===== src/rtl/truth_table_scanner_pkg.sv =====
// Shared definitions for the truth table scanner.
// - state_t          : scanner FSM state encoding
// - NUM_VECTORS      : number of input vectors for a 3-input function
// - DEFAULT_EXP_MASK : default expected minterm mask for F1 and F2
// - TIMER_W          : width of the settle counter
package truth_table_scanner_pkg;

  typedef enum logic [1:0] {
    ST_IDLE = 2'd0,
    ST_SCAN = 2'd1,
    ST_DONE = 2'd2
  } state_t;

  localparam int NUM_VECTORS = 8;
  localparam logic [7:0] DEFAULT_EXP_MASK = 8'h93;
  localparam int TIMER_W = 4;
  localparam logic [2:0] LAST_IDX = 3'(NUM_VECTORS - 1);

endpackage


===== src/rtl/truth_table_scanner_settle_timer.sv =====
// Settle interval counter for the truth table scanner.
// Counts 0..SETTLE_CYCLES while enabled, wrapping to 0 after the terminal
// count. tc is high during the cycle in which the count equals SETTLE_CYCLES,
// i.e. the cycle whose closing edge samples the responses.
// Ports:
//   clk, rst_n : clock, asynchronous active-low reset
//   clear      : synchronous return to 0 (has priority over enable)
//   enable     : advance the count
//   tc         : terminal-count flag
module truth_table_scanner_settle_timer
  import truth_table_scanner_pkg::*;
#(
  parameter int unsigned SETTLE_CYCLES = 2
) (
  input  logic clk,
  input  logic rst_n,
  input  logic clear,
  input  logic enable,
  output logic tc
);

  localparam logic [TIMER_W-1:0] TC_VAL = TIMER_W'(SETTLE_CYCLES);

  logic [TIMER_W-1:0] count;

  assign tc = (count == TC_VAL);

  always_ff @(posedge clk or negedge rst_n) begin
    if (!rst_n) begin
      count <= '0;
    end else if (clear) begin
      count <= '0;
    end else if (enable) begin
      count <= tc ? '0 : count + 1'b1;
    end
  end

endmodule


===== src/rtl/truth_table_scanner.sv =====
// Truth table scanner: drives {x,y,z} through vectors 0..7, holds each one
// SETTLE_CYCLES+1 cycles, samples f1_in/f2_in on the last cycle of each
// vector and assembles the F1/F2 minterm masks (bit i = response at {x,y,z}=i).
// At the end the masks are compared with EXP_F1/EXP_F2.
//
// Handshake: start is a request that is accepted only on an edge where the
// FSM is in IDLE and abort is low; it is ignored at any other time. Completion
// is signalled by a one-cycle done pulse; masks and ok flags stay valid from
// done until the next accepted start. abort in SCAN drops the scan silently.
//
// Ports:
//   clk, rst_n       : clock, asynchronous active-low reset
//   start, abort     : scan request / synchronous cancel
//   f1_in, f2_in     : responses of the unit under evaluation
//   x, y, z          : stimulus, {x,y,z} = current vector index
//   busy, done       : scan in progress / one-cycle completion pulse
//   f1_mask, f2_mask : captured truth tables
//   f1_ok, f2_ok     : captured mask equals expected mask
//   dbg_state        : current FSM state
module truth_table_scanner
  import truth_table_scanner_pkg::*;
#(
  parameter int unsigned SETTLE_CYCLES = 2,
  parameter logic [7:0]  EXP_F1        = DEFAULT_EXP_MASK,
  parameter logic [7:0]  EXP_F2        = DEFAULT_EXP_MASK
) (
  input  logic       clk,
  input  logic       rst_n,
  input  logic       start,
  input  logic       abort,
  input  logic       f1_in,
  input  logic       f2_in,
  output logic       x,
  output logic       y,
  output logic       z,
  output logic       busy,
  output logic       done,
  output logic [7:0] f1_mask,
  output logic [7:0] f2_mask,
  output logic       f1_ok,
  output logic       f2_ok,
  output state_t     dbg_state
);

  state_t     state;
  logic [2:0] idx;
  logic       sample;
  logic [7:0] f1_next;
  logic [7:0] f2_next;

  // Stimulus comes straight from the index register, so it is registered.
  assign {x, y, z} = idx;
  assign dbg_state = state;

  truth_table_scanner_settle_timer #(
    .SETTLE_CYCLES(SETTLE_CYCLES)
  ) u_settle_timer (
    .clk   (clk),
    .rst_n (rst_n),
    .clear ((state != ST_SCAN) || abort),
    .enable(state == ST_SCAN),
    .tc    (sample)
  );

  // Masks including the bit captured on this edge; the ok flags compare the
  // complete masks on the same edge that stores the last bit.
  always_comb begin
    f1_next      = f1_mask;
    f2_next      = f2_mask;
    f1_next[idx] = f1_in;
    f2_next[idx] = f2_in;
  end

  always_ff @(posedge clk or negedge rst_n) begin
    if (!rst_n) begin
      state   <= ST_IDLE;
      idx     <= '0;
      busy    <= 1'b0;
      done    <= 1'b0;
      f1_mask <= '0;
      f2_mask <= '0;
      f1_ok   <= 1'b0;
      f2_ok   <= 1'b0;
    end else begin
      case (state)
        ST_IDLE: begin
          done <= 1'b0;
          if (start && !abort) begin
            state   <= ST_SCAN;
            idx     <= '0;
            busy    <= 1'b1;
            f1_mask <= '0;
            f2_mask <= '0;
            f1_ok   <= 1'b0;
            f2_ok   <= 1'b0;
          end
        end
        ST_SCAN: begin
          if (abort) begin
            // abort outranks a sample on the same edge
            state   <= ST_IDLE;
            idx     <= '0;
            busy    <= 1'b0;
            f1_mask <= '0;
            f2_mask <= '0;
          end else if (sample) begin
            f1_mask <= f1_next;
            f2_mask <= f2_next;
            if (idx == LAST_IDX) begin
              // idx stays at 7 so x/y/z hold 111 through DONE
              state <= ST_DONE;
              busy  <= 1'b0;
              done  <= 1'b1;
              f1_ok <= (f1_next == EXP_F1);
              f2_ok <= (f2_next == EXP_F2);
            end else begin
              idx <= idx + 3'd1;
            end
          end
        end
        ST_DONE: begin
          state <= ST_IDLE;
          done  <= 1'b0;
          idx   <= '0;
        end
        default: begin
          state <= ST_IDLE;
          idx   <= '0;
          busy  <= 1'b0;
          done  <= 1'b0;
        end
      endcase
    end
  end

endmodule


===== config.mk =====
export PLATFORM = sky130hd
export DESIGN_NAME = truth_table_scanner
export DESIGN_NICKNAME = d
export VERILOG_FILES = /design/src/rtl/truth_table_scanner_pkg.sv /design/src/rtl/truth_table_scanner_settle_timer.sv /design/src/rtl/truth_table_scanner.sv
export SDC_FILE = /design/constraint.sdc
export NUM_CORES = 1
export LEC_CHECK = 0
export ABC_CLOCK_PERIOD_IN_PS = 3250
export CELL_PAD_IN_SITES_DETAIL_PLACEMENT = 1
export CELL_PAD_IN_SITES_GLOBAL_PLACEMENT = 2
export CORE_MARGIN = 2
export CORE_UTILIZATION = 34
export DETAILED_ROUTE_END_ITERATION = 7
export PLACE_DENSITY_LB_ADDON = 0.12
export SYNTH_ARGS = -nofsm -noshare
export SYNTH_HDL_FRONTEND = slang
export SYNTH_HIERARCHICAL = 1
export SYNTH_SLANG_ARGS = --single-unit

===== constraint.sdc =====
create_clock -name clk -period 3.25 [get_ports clk]
set_input_delay 0.4875 -clock clk [delete_from_list [all_inputs] [get_ports clk]]
set_output_delay 0.4875 -clock clk [all_outputs]
set_load 0.02 [all_outputs]

==> summary.md <==
| Metric | Value |
|---|---|
| Run status | finished clean |
| Cells along the critical path | clkdlybuf4s50_1 |
| Synth cell types | 43 |
| Setup CP Type | reg2out |
| Number of global-route vias before repair | 1632 |
| Total CTS buffers | 5 |
| # diodes | 0 |
| Worst Hold Class | reg2reg |
| Post-Place Setup Slack | 0.9084 ns |
| Worst Path Max Fanout | 26 |
| Finished Cell Area | 2157 sq um |
| Die height | 74.38 microns |
| Drt via density | 5.592 |
| Setup TNS Final | 0 ns |
| CORE AREA | 4755 sq um |
| Post-Synth XOR/XNOR Area | 0 |
| Synth Area in Compound Gates | 0.2355 |
| I/O Buffers | 30 |
| Total GRT Usage | 0.1918 |
| Row cnt | 25 |
| Final Skew | 0.007017 ns |
| Met3 Usage GRT | 0.03659 |
| Hold Startpoint | done |
| Worst Setup Start Kind | flop |
| Switch share | 0.2560 |
| Slowest cell delay on critical path | 0.86 ns |
| Family with the most delay on the worst path | flip-flops |
| Global-route wire length before repair | 8.017 mm |
| Mean post-synth cell area | 9.203 sq um |
| Ratio of cells with drive above 1 in the final layout | 0.07373 |
| Data arrival time of the critical path | 1.88 ns |
| Max-cap violations | 0 |
| Antenna violations before repair | 0 |
| EDFF count, synth | 0 |
| Top Ports | 31 |
| P_leak | 0.8605 nW |
| Post-synthesis net count | 193 |
| Clock Latency Late Sink | 0.28 ns |
| Drt initial violations | 115 |
| Largest net degree at the start of global routing | 30 |
| PwrDens | 356.3 nW/um^2 |
| HPWL after DPL | 3.451 mm |
| CTS Root Cell | clkbuf_8 |
| Net count, final | 227 |
| Worst Path Required | 2.76 ns |
| Tightest Pin Transition | 0.7926 ns |
| Kind of end point of the critical path | output port |
| Routed WL | 4.879 mm |
| Synthesized cell area | 1684 sq um |
| Clk sinks | 29 |
| Comb power frac | 0.127 |
| Synthesized instance count | 183 |
| Syn. warnings | 6 |
| Register area | 725.7 sq um |
| M2 GR Usage | 0.3107 |
| Via count | 1588 |
| Worst rel slew slack | 0.4716 |
| Gpl congestion | 0.7912 |
| Reg2reg start | u_settle_timer/count[0] |
| Sw power | 0.1968 mW |
| Worst-path clk slew | 0.06 ns |
| Instance area after placement | 2071 sq um |
| Clock buffer depth | 2 |
| Post-CTS Resized | 0 |
| Initial DRT Pass Iterations | 4 |
| Post-CTS Hold Fix Bufs | 0 |
| Fmax | 422.4 MHz |
| Max H-tree Level | 2 |
| Adder-cell share of the synthesized area | 0.02972 |
| Post-synthesis register bit count | 29 |
| Sequential fraction of the synthesis area | 0.4309 |
| Worst ir drop on vdd | 226.9 uV |
| Starting Density | 0.3542 |
| Die ar. | 5532 sq um |
| Post-route minimum period | 2.368 ns |
| CTS tree | built |
| GR Overflow Total | 0 |
| Fin. Hold Viols | 0 |
| Setup violators final | 0 |
| Ys flop type | dfrtp_1 |
| Worst Setup SP | idx[2] |
| Simple-gate portion of the synthesized area | 0.2296 |
| Tcrit/Tclk final | 0.7285 |
| Setup repair bufs after CTS | 0 |
| Clock share of power | 0.391 |
| Min setup slack post-route | 0.8824 ns |
| Fin. max-slew vios | 0 |
| # DRC | 0 |
| Busiest layer in global routing | met2 |
| Area delta synth->final | 28.08% |
| Async SR Flop Fraction | 1.000 |
| Wire length per cell | 17.18 microns |
| WP buf/inv | 1 |
| Die width | 74.38 microns |
| Reg power frac | 0.482 |
| Met1 usage | 0.2618 |
| Routed Antenna Nets | 0 |
| Pint | 0.5717 mW |
| Unrepaired setup endpoints after global routing | false |
| Post-synthesis mux area share | 0.01337 |
| Critical path's slowest cell | dfrtp_1 |
| Fillers | 565 |
| Multi-input logic area | 855.8 sq um |
| Largest family of logic cells by synthesized area | compound AO/OA/AOI/OAI gates |
-- layer usage --
metal / up-vias / wire (microns)
li1: 742 / -
met1: 809 / 2352
met2: 32 / 2300
met3: 5 / 181
met4: 0 / 45
met5: - / 0
-- state kept, by name (all words and copies together), names as in the netlist, 2 cells and up --
name	cells
dbg_state	2
f1_mask	8
f2_mask	8
idx	3
u_settle_timer/count	4
-- kinds of logic after synthesis --
group,Yosys count
mux,2
fa+ha+maj,4
flops,29
buf+inv,27
compound gates,59
simple gates,62
-- cell type report --
type / count / share of cell area
Clock buffer: 7 / 0.04002
Inverter: 20 / 0.03480
Multi-Input combinational cell: 127 / 0.3968
Sequential cell: 29 / 0.3364
Tap cell: 67 / 0.03886
Timing Repair Buffer: 34 / 0.1531
-- per-stage QoR --
stage / hold slack [ns] / instances / power [mW] / utilization
2_1_floorplan: 0.1919 / 183 / 0.4332 / -
4_1_cts: 0.5031 / 284 / 0.7809 / 0.4537
6_report: 0.4930 / 284 / 0.7685 / 0.4537
5_1_grt: 0.5522 / 284 / 0.8024 / 0.4537
3_3_place_gp: 0.4602 / 277 / 0.4721 / 0.4355
3_5_place_dp: 0.4880 / 277 / 0.4754 / 0.4355
-- worst paths after layout --
kind	endpoint	slack, ns	depth (start not counted)
setup reg to reg	f1_ok	0.94	8
max in group asynchronous	idx[1]	2.35	2
hold reg to reg	done	0.49	2
setup / recovery	x	0.88	1
min in group asynchronous	busy	0.61	2
hold / removal	done	0.49	2
-- layout by cell type, fill, tap and decap left out, types with 3 or more instances in the layout --
| master | count |
|---|---|
| ha_1 | 4 |
| nor3b_1 | 4 |
| dfrtp_1 | 29 |
| nor4bb_1 | 3 |
| nand2_1 | 8 |
| nand4_1 | 4 |
| clkdlybuf4s50_1 | 30 |
| inv_1 | 20 |
| a211oi_1 | 4 |
| or3b_1 | 4 |
| clkbuf_8 | 6 |
| nor3_1 | 5 |
| nand3b_1 | 6 |
| o21ai_0 | 8 |
| a21oi_1 | 12 |
| nor2_1 | 10 |
| o21bai_1 | 3 |
| nor2b_1 | 4 |
| buf_4 | 4 |
| o22ai_1 | 16 |
-- cell usage after synthesis (2+ instances only) --
library cell   n  area [sq um]
a21oi_1       12         60.06
mux2_2         2         22.52
a211oi_1       4         30.03
or3b_1         4         35.03
nor2b_1        4         25.02
nor4bb_1       3         30.03
and3_1         2         12.51
inv_1         20         75.07
o21ai_0        8         40.04
nand2_1        8         30.03
nor2_1        10         37.54
a32oi_1        2         17.52
nand4_1        4         25.02
nand2b_1       2         12.51
a32o_1         2         20.02
nor3b_1        4         30.03
o22ai_1       16         100.1
dfrtp_1       29         725.7
ha_1           4         50.05
o21bai_1       3         22.52
a22o_1         2         17.52
nand3b_1       6         45.04
nor3_1         5         25.02
clkbuf_1       6         22.52
and2b_1        2         15.01
o211ai_1       2         15.01
-- power by group through the flow --
stage	combinational (mW)	clock (mW)	sequential, mW
after floorplan	0.0510	0	0.382
after global placement	0.0956	0	0.376
after detailed placement	0.0983	0	0.377
after CTS	0.0986	0.312	0.370
after global routing	0.108	0.324	0.371
final	0.0978	0.300	0.370
Note: power is estimated with default switching activity, not from simulation.
